### config.mk
export PLATFORM = sky130hd
export DESIGN_NAME = ex_muldiv
export DESIGN_NICKNAME = d
export VERILOG_FILES = /design/src/rtl/muldiv_pkg.sv /design/src/rtl/div_iter.sv /design/src/rtl/ex_muldiv.sv
export SDC_FILE = /design/constraint.sdc
export NUM_CORES = 2
export LEC_CHECK = 0
export CORE_MARGIN = 1
export CORE_UTILIZATION = 61
export CTS_CLUSTER_SIZE = 12
export DETAILED_ROUTE_END_ITERATION = 7
export HOLD_SLACK_MARGIN = 0.08
export PLACE_DENSITY = 0.79
export REMOVE_ABC_BUFFERS = 1
export SYNTH_ARGS = -nofsm -noshare
export SYNTH_HDL_FRONTEND = slang
export SYNTH_SLANG_ARGS = --single-unit
### constraint.sdc
create_clock -name clk -period 17.3 [get_ports clk]
set_clock_uncertainty 0.05 [all_clocks]
set_input_delay 3.46 -clock clk [delete_from_list [all_inputs] [get_ports clk]]
set_output_delay 3.46 -clock clk [all_outputs]
set_load 0.01 [all_outputs]
### src/rtl/muldiv_pkg.sv
// Shared types and helpers for the EX-stage multiply/divide unit.
package muldiv_pkg;

    localparam int DEFAULT_DATA_W = 32;

    typedef enum logic [3:0] {
        OP_MULT  = 4'd0,
        OP_MULTU = 4'd1,
        OP_DIV   = 4'd2,
        OP_DIVU  = 4'd3,
        OP_MADD  = 4'd4,
        OP_MADDU = 4'd5,
        OP_MSUB  = 4'd6,
        OP_MSUBU = 4'd7
    } muldiv_op_e;

    typedef enum logic [1:0] {
        ST_IDLE = 2'd0,
        ST_MUL  = 2'd1,
        ST_DIV  = 2'd2,
        ST_DONE = 2'd3
    } muldiv_state_e;

    function automatic logic is_signed(input muldiv_op_e op);
        return op inside {OP_MULT, OP_DIV, OP_MADD, OP_MSUB};
    endfunction

    function automatic logic is_accum(input muldiv_op_e op);
        return op inside {OP_MADD, OP_MADDU, OP_MSUB, OP_MSUBU};
    endfunction

endpackage

### src/rtl/div_iter.sv
// Radix-2 restoring divider core on unsigned magnitudes; the load cycle
// already performs the first quotient step, each step cycle adds one more.
module div_iter #(
    parameter int DATA_W = 32
) (
    input  logic              clk,
    input  logic              load,
    input  logic              step,
    input  logic [DATA_W-1:0] dividend,
    input  logic [DATA_W-1:0] divisor,
    output logic [DATA_W-1:0] quotient,
    output logic [DATA_W-1:0] remainder
);

    logic [DATA_W-1:0] rem_src, quo_src, div_src, div_q;
    logic [DATA_W:0]   partial, diff;

    assign rem_src = load ? '0 : remainder;
    assign quo_src = load ? dividend : quotient;
    assign div_src = load ? divisor : div_q;

    // The running remainder is always below the divisor, so the shifted
    // partial fits in DATA_W+1 bits and the borrow is diff's top bit.
    assign partial = {rem_src, quo_src[DATA_W-1]};
    assign diff    = partial - {1'b0, div_src};

    // NOTE: pure datapath registers carry no reset; the FSM decides when they are meaningful.
    // NOTE: sequential state uses non-blocking assignments so every register samples pre-edge values.
    always_ff @(posedge clk) begin
        if (load | step) begin
            div_q     <= div_src;
            quotient  <= {quo_src[DATA_W-2:0], ~diff[DATA_W]};
            remainder <= diff[DATA_W] ? partial[DATA_W-1:0] : diff[DATA_W-1:0];
        end
    end

endmodule

### src/rtl/ex_muldiv.sv
// Multi-cycle multiply/divide unit beside the EX-stage ALU.
// Define MULDIV_MADD_EN to enable MADD/MADDU/MSUB/MSUBU accumulate ops.
module ex_muldiv
    import muldiv_pkg::*;
#(
    parameter int DATA_W  = DEFAULT_DATA_W,
    parameter int MUL_LAT = 2
) (
    input  logic              clk,
    input  logic              rst,
    input  logic              start_i,
    input  muldiv_op_e        op_i,
    input  logic [DATA_W-1:0] reg1_i,
    input  logic [DATA_W-1:0] reg2_i,
    input  logic [DATA_W-1:0] hi_i,
    input  logic [DATA_W-1:0] lo_i,
    input  logic              annul_i,
    output logic              busy_o,
    output logic              done_o,
    output logic [DATA_W-1:0] hi_o,
    output logic [DATA_W-1:0] lo_o,
    output logic              div_by_zero_o,
    output logic              stall_req_o
);

    localparam int               CNT_W    = $clog2(DATA_W);
    localparam logic [CNT_W-1:0] DIV_LAST = CNT_W'(DATA_W - 1);
    localparam logic [CNT_W-1:0] MUL_LAST = CNT_W'((MUL_LAT > 1) ? MUL_LAT - 2 : 0);

    muldiv_state_e       state;
    logic [CNT_W-1:0]    cnt;
    logic                legal, accept, op_div, divisor_zero, op_signed;
    logic                neg_q, neg_r, div_load, div_step;
    logic [2*DATA_W-1:0] a_ext, b_ext, prod_now, prod_last, mul_result;
    logic [DATA_W-1:0]   dividend_mag, divisor_mag, quotient, remainder;

`ifdef MULDIV_MADD_EN
    assign legal = (op_i <= OP_MSUBU);
`else
    assign legal = (op_i <= OP_DIVU);
`endif

    assign accept       = start_i & ~busy_o & ~annul_i & legal;
    assign stall_req_o  = (start_i & accept) | (busy_o & ~done_o);
    assign op_div       = op_i inside {OP_DIV, OP_DIVU};
    assign divisor_zero = (reg2_i == '0);
    assign op_signed    = is_signed(op_i);

    // Sign-extending to 2*DATA_W makes the low half of one unsigned product
    // correct for both signed and unsigned operands.
    assign a_ext    = op_signed ? {{DATA_W{reg1_i[DATA_W-1]}}, reg1_i} : {{DATA_W{1'b0}}, reg1_i};
    assign b_ext    = op_signed ? {{DATA_W{reg2_i[DATA_W-1]}}, reg2_i} : {{DATA_W{1'b0}}, reg2_i};
    assign prod_now = a_ext * b_ext;

    generate
        if (MUL_LAT == 1) begin : g_mul_comb
            assign prod_last = prod_now;
        end else begin : g_mul_pipe
            logic [2*DATA_W-1:0] line [MUL_LAT-1];
            always_ff @(posedge clk) begin
                line[0] <= prod_now;
                for (int i = 1; i < MUL_LAT - 1; i++) line[i] <= line[i-1];
            end
            assign prod_last = line[MUL_LAT-2];
        end
    endgenerate

`ifdef MULDIV_MADD_EN
    logic [2*DATA_W-1:0] acc_q, acc_src;
    logic                accum_q, sub_q, accum_src, sub_src;

    always_ff @(posedge clk) begin
        if (accept) begin
            acc_q   <= {hi_i, lo_i};
            accum_q <= is_accum(op_i);
            sub_q   <= op_i inside {OP_MSUB, OP_MSUBU};
        end
    end

    assign acc_src   = (MUL_LAT == 1) ? {hi_i, lo_i} : acc_q;
    assign accum_src = (MUL_LAT == 1) ? is_accum(op_i) : accum_q;
    assign sub_src   = (MUL_LAT == 1) ? (op_i inside {OP_MSUB, OP_MSUBU}) : sub_q;

    // NOTE: every always_comb output gets a default first so no path can infer a latch.
    always_comb begin
        mul_result = prod_last;
        if (accum_src) mul_result = sub_src ? acc_src - prod_last : acc_src + prod_last;
    end
`else
    logic unused_acc;
    assign unused_acc = ^{hi_i, lo_i};
    assign mul_result = prod_last;
`endif

    assign dividend_mag = (op_signed & reg1_i[DATA_W-1]) ? -reg1_i : reg1_i;
    assign divisor_mag  = (op_signed & reg2_i[DATA_W-1]) ? -reg2_i : reg2_i;
    assign div_load     = accept & op_div & ~divisor_zero;
    assign div_step     = (state == ST_DIV) && (cnt != DIV_LAST);

    div_iter #(.DATA_W(DATA_W)) u_div_iter (
        .clk       (clk),
        .load      (div_load),
        .step      (div_step),
        .dividend  (dividend_mag),
        .divisor   (divisor_mag),
        .quotient  (quotient),
        .remainder (remainder)
    );

    always_ff @(posedge clk) begin
        if (rst) begin
            state         <= ST_IDLE;
            cnt           <= '0;
            busy_o        <= 1'b0;
            done_o        <= 1'b0;
            hi_o          <= '0;
            lo_o          <= '0;
            div_by_zero_o <= 1'b0;
            neg_q         <= 1'b0;
            neg_r         <= 1'b0;
        end else begin
            done_o <= 1'b0;
            unique case (state)
                ST_IDLE: begin
                    if (accept) begin
                        cnt    <= '0;
                        busy_o <= 1'b1;
                        if (op_div) begin
                            neg_q <= op_signed & (reg1_i[DATA_W-1] ^ reg2_i[DATA_W-1]);
                            neg_r <= op_signed & reg1_i[DATA_W-1];
                            if (divisor_zero) begin
                                state         <= ST_DONE;
                                done_o        <= 1'b1;
                                hi_o          <= reg1_i;
                                lo_o          <= '1;
                                div_by_zero_o <= 1'b1;
                            end else begin
                                state <= ST_DIV;
                            end
                        end else if (MUL_LAT == 1) begin
                            state          <= ST_DONE;
                            done_o         <= 1'b1;
                            {hi_o, lo_o}   <= mul_result;
                            div_by_zero_o  <= 1'b0;
                        end else begin
                            state <= ST_MUL;
                        end
                    end
                end
                ST_MUL: begin
                    if (annul_i) begin
                        state  <= ST_IDLE;
                        busy_o <= 1'b0;
                    end else if (cnt == MUL_LAST) begin
                        state         <= ST_DONE;
                        done_o        <= 1'b1;
                        {hi_o, lo_o}  <= mul_result;
                        div_by_zero_o <= 1'b0;
                    end else begin
                        cnt <= cnt + 1'b1;
                    end
                end
                ST_DIV: begin
                    if (annul_i) begin
                        state  <= ST_IDLE;
                        busy_o <= 1'b0;
                    end else if (cnt == DIV_LAST) begin
                        state         <= ST_DONE;
                        done_o        <= 1'b1;
                        lo_o          <= neg_q ? -quotient : quotient;
                        hi_o          <= neg_r ? -remainder : remainder;
                        div_by_zero_o <= 1'b0;
                    end else begin
                        cnt <= cnt + 1'b1;
                    end
                end
                ST_DONE: begin
                    state  <= ST_IDLE;
                    busy_o <= 1'b0;
                end
                default: begin
                    state  <= ST_IDLE;
                    busy_o <= 1'b0;
                end
            endcase
        end
    end

endmodule

== Word-level counts from Yosys, hierarchy flattened ==
Memory sizes are Yosys's and may differ from the RTL's.
Index checks and enable logic that the tools add are counted.
W data, S select, Z words.
Cells by class
  magnitude comparators: 1
  multipliers: 1
  reductions and logical operators: 14
  add/sub/neg operators: 6
  eq/ne operators: 21
  mux-type cells: 59
  bitwise logic cells: 18
Operators with widths (number)
  $mux W32: 22
  $pmux W32 S3: 2
  $mux W64: 2
  $neg A32 Y32: 4
  $mul A64 B64 Y64: 1
  $sub A33 B32 Y33: 1
  $logic_not A32 Y1: 1
  $mux W5: 5
  $mux W1: 17
  $ne A2 B2 Y1 const B: 8
  $pmux W5 S3: 1
  $mux W2: 6
  $and A1 B1 Y1: 10
  $pmux W1 S3: 3
  $eq A4 B2 Y1 const B: 2
  $eq A4 B3 Y1 const B: 2
  $pmux W2 S4: 1
  $reduce_and A8 Y1: 1
  $reduce_and A3 Y1: 2
  $reduce_and A6 Y1: 1
  $add A5 B1 Y5 const B: 1
  $eq A5 B5 Y1 const B: 1
  $logic_not A5 Y1: 1
  $ne A5 B5 Y1 const B: 1
  17 further kinds: 24
Word-level totals
  output and inout port bits: 68
  memories kept: 1
  RAM bits: 64
  input bits: 136
  word-level logic and storage cells: 133
  bits in registers: 172
Memories
  g_mul_pipe.line: words 1, bits a word 64, read ports 1, clocked after Yosys merged registers in 0, wr ports 1, line ex_muldiv.sv:59  | logic [2*DATA_W-1:0] line [MUL_LAT-1];

== Longest topological paths before layout ==
  word-level depth: 9
  gate-level depth with buffers: 38
  depth with buffers taken out: 34

== Modules after synthesis ==
Synthesis repeated with hierarchy kept, for this count alone.
Unflattened totals
  cells, all modules: 6678
  area total of the unflattened synthesis: 61265.0 µm²
By module, submodules not included
  ex_muldiv: cells an instance 6181, times used 1, sequential area each 2802.7 µm², area an instance 55206.7 µm²
  div_iter: cells an instance 497, times used 1, sequential area each 2882.8 µm², area an instance 6058.3 µm²

== Least setup slack after synthesis ==
No wires, ideal clock.
  path type: in2reg
  from: input port reg1_i[31]
  to: memory g_mul_pipe.line[0][62] (netlist name)
  data required time: 17.178 ns
  buffers on the path: 5
  setup time: 0.072 ns
  path slack: 4.553 ns
  data arrival time: 12.625 ns
  stages on the path: 31
  cell sequence: clkbuf_1 > and2_1 > clkbuf_1 > clkbuf_1 > buf_1 > nand2_1 > fa_1 > inv_1 > fa_1 > fa_1 > inv_1 > fa_1 > inv_1 > fa_1 > fa_1 > fa_1 > fa_1 > fa_1 > inv_1 > fa_1 > inv_1 > ha_1 > clkbuf_1 > nor2b_1 > o21ai_0 > nand2b_1 > or3b_2 > a311oi_1 > o31ai_1 > a21oi_1 > xnor2_1
Between the ends
  longest elaborated chain between the ends: 2
Ends and longest elaborated chain
  from (decl): line ex_muldiv.sv:13  | input logic [DATA_W-1:0] reg1_i,
  $mux W64: line ex_muldiv.sv:51  | assign a_ext = op_signed ? {{DATA_W{reg1_i[DATA_W-1]}}, reg1_i} : {{DATA_W{1'b0}}, reg1_i};
  $mul A64 B64 Y64: line ex_muldiv.sv:53  | assign prod_now = a_ext * b_ext;
  named net prod_now[62]: line ex_muldiv.sv:34  | logic [2*DATA_W-1:0] a_ext, b_ext, prod_now, prod_last, mul_result;
  to (decl): line ex_muldiv.sv:59
The timed path passes the listed nets, and every way through them passes these cells.

== Final worst setup path ==
  from: input port op_i[3]
  to: memory g_mul_pipe.line[0][62] (netlist name)
Between the ends
  longest elaborated chain between the ends: 4
  elaborated cells on any way between the ends: 8
  those cells by class: mul: 1; eq/ne: 3; mux: 2; reduce/logical: 2
Ends and longest elaborated chain
  from (decl): line ex_muldiv.sv:12  | input muldiv_op_e op_i,
  $eq A4 B2 Y1 (tied with other cells): line muldiv_pkg.sv:25  | return op inside {OP_MULT, OP_DIV, OP_MADD, OP_MSUB};
  $reduce_bool A4 Y1 (*): line muldiv_pkg.sv:25
  $mux W64 (on tied branches): line ex_muldiv.sv:51, ex_muldiv.sv:52
  $mul A64 B64 Y64 (*): line ex_muldiv.sv:53
  named net prod_now[62]: line ex_muldiv.sv:34
The timed path passes the listed nets; every way through them passes the cells marked *.

==> reports/qor.yml <==
synth:
  ys_ff_latch: 236
  synth_warnings: 0
  syn_area_mm2: 0.06085
  yosysSeqAreaShare_pct: 9.343
  syn_inst: 6634
  synth.top_cell.area_share_pct: 46.48
  yosysUniqueCellTypes: 79
  yosysMostFrequentCell: "inv_1"
  avgSynthCellArea_um2: 9.173
  post-synth-top-area-cell: "fa_1"
  synth_edf_count: 96
  synth_top_cells_by_count: "inv_1, fa_1, nand2_1"
  synth_ff_type: "dfxtp_1"
  synth.area.top_cells: "fa_1, inv_1, ha_1, nand2_1, edfxtp_1"
  postSynth.asyncResetShare_pct: 0
worst_setup_path:
  start_kind: "input pin"
  r2r_end: "u_div_iter.remainder[6]$_DFFE_PP_"
  reg2reg_depth: 21
  crit_slowest_cell: "fa_1"
  worst-setup-path-type: "input pin to register"
  startpoint: "op_i[3]"
  worst_ep_required_time_ns: 17.73
  critPathMostFrequentCell: "fa_1"
  critPathMaxStageDelay_ns: 0.91
  arrival_ns: 14.28
  r2r-start: "busy_o$_SDFFE_PP0P_"
  reg2reg_slack_ns: 11.01
  critPathMaxFanout: 36
  crit_path_end_kind: "register"
floorplanning:
  fp.dieW_um: 317.8
  die-area_mm2: 0.1010
  die_h_um: 317.8
  start_util_pct: 61.74
  core_mm2: 0.09856
  rows: 115
  ios: 204
detailed_routing:
  drt-pass1-iter-count: 5
  wl_um: 172400
  routedWlPerCell_um: 22.05
  num_vias: 45486
  route.detailed.drc: 0
  vias_per_cell: 5.818
  first_iter_violations: 3670
  ant_nets: 0
clock_tree:
  clk_path_buf_depth: 3
  clock-root-buffer: "clkbuf_16"
  postCtsHoldBufs: 0
  clk_pin_slew_worst_paths_ns: 0.06
  cts_inserted_buffers: 25
  cts_resized: 0
  cts_sinks: 236
  clock_latency_ns: 0.55
  htreeDepth: 1
  cts_tree: "built"
  cts_setup_buffers: 0
sta:
  worst_hold_slack_ns: 0.4083
  setup_violations: 0
  clock.fmax_mhz: 72.15
  final.min_clock_period_ns: 13.86
  fin_crit_sh_pct: 80.11
  rsz0062_at_grt: "false"
  max_slew_margin_pct: 22.25
  finalMaxSlewViolations: 0
  fin_tns_setup_ns: 0
  worst_slew_pin_slew_ns: 1.165
  finalHoldViolCount: 0
  layout_setup_ws_ns: 3.440
global_route:
  grt.overflow.total: 0
  antenna_found_initial: 5
  grt_max_degree: 98
  gr-usage-all-layers_pct: 35.47
  grt_pass1_wl_um: 275400
  grt_pass1_vias: 49528
place:
  post-place-ws_ns: 2.940
  io_buffers: 139
  gp_congestion: 1.001
  dp_hpwl_um: 137300
min_path:
  hold_path_depth: 2
  holdCritPathClass: "register to register"
  hp-start: "hi_o[16]$_SDFFE_PP0P_"
  hold_end: "hi_o[16]$_SDFFE_PP0P_"
finish:
  area_growth_syn_to_layout_pct: 4.591
  nets: 8423
  utilization_pct: 64.58
  drive_above_1_share_pct: 3.370
run:
  maxCapViolations: 0
outcome:
  status: "completed"
## per-layer routing
metal	up-vias	track usage, %	routed length [µm]
met5	-	0	16
li1	19486	-	-
met4	2	14.20	7651
met2	2236	58.30	81370
met1	23299	46.64	67040
met3	463	6.585	16280
## logic make-up (layout without fill, tap and decap cells)
| logic type | count (synthesis) | after routing | synth area share (%) |
|---|---|---|---|
| flip-flops | 236 | 236 | 9.343 |
| adder cells (fa/ha/maj) | 1776 | 1776 | 53.94 |
| AND/OR/NAND/NOR | 1663 | 1663 | 12.65 |
| other | 0 | 3 | 0 |
| multiplexers | 33 | 33 | 0.6004 |
| XOR/XNOR | 272 | 272 | 3.927 |
| AO/OA/AOI/OAI | 652 | 652 | 7.139 |
| buffers and inverters | 2002 | 1896 | 12.39 |
## sequential cells by signal, summed over array words and instances, names as in the netlist
signal / cells
state: 2
done_o: 1
u_div_iter.quotient: 32
lo_o: 32
cnt: 5
neg_q: 1
u_div_iter.remainder: 32
u_div_iter.div_q: 32
neg_r: 1
div_by_zero_o: 1
hi_o: 32
g_mul_pipe.line: 64
busy_o: 1
## how the worst max path moves through the flow
stage | cells past startpoint | end | slack, ns
after floorplan | 28 | g_mul_pipe.line[0][62]$_DFF_P_ | 4.15
after global routing | 31 | g_mul_pipe.line[0][62]$_DFF_P_ | 2.97
after global placement | 31 | g_mul_pipe.line[0][62]$_DFF_P_ | 3.03
final | 33 | g_mul_pipe.line[0][62]$_DFF_P_ | 3.44
after detailed placement | 33 | g_mul_pipe.line[0][62]$_DFF_P_ | 2.94
after CTS | 31 | g_mul_pipe.line[0][62]$_DFF_P_ | 3.47
## metrics by stage
step / area (µm²) / cells
6_report: 63650 / 7818
3_3_place_gp: 62890 / 7772
5_1_grt: 63640 / 7816
4_1_cts: 63640 / 7815
2_1_floorplan: 59420 / 6260
3_5_place_dp: 62890 / 7772
## final cells by class
class	count	area (µm²)
Antenna cell	3	7.507
Clock buffer	39	732.0
Clock inverter	4	20.02
Fill cell	8040	34920
Inverter	1628	6111
Multi-Input combinational cell	4396	47650
Sequential cell	236	5685
Tap cell	1287	1610
Timing Repair Buffer	225	1832
## worst max-delay path, delay by kind of cell
kind | cells | cell delay [ns]
adder cells (fa/ha/maj) | 11 | 6.48
AO/OA/AOI/OAI | 5 | 1.14
XOR/XNOR | 1 | 0.13
AND/OR/NAND/NOR | 6 | 1.05
buffers and inverters | 10 | 1.99
## cells in the final DEF (no fill, tap or decap), types with 14 or more instances in the layout
master,n
a31oi_1,14
o21ai_0,103
nor3_1,20
buf_2,41
o41ai_1,20
xnor2_1,199
and2_1,365
fa_1,1413
o21bai_1,18
clkdlybuf4s50_1,98
buf_4,86
a211oi_1,41
nor4_1,14
nand2b_1,16
a21o_1,76
nand2_1,931
a21oi_1,188
nand3_1,29
clkbuf_16,26
xor2_1,72
a221o_1,29
and3_1,36
or3_1,20
edfxtp_1,96
inv_1,1626
mux2_2,22
o31ai_1,35
o211ai_1,39
ha_1,359
a221oi_1,29
dfxtp_1,140
nor2_1,162
Power is not shown: default switching activity piles up to over one toggle a cycle in this logic, so the estimate is an artifact.
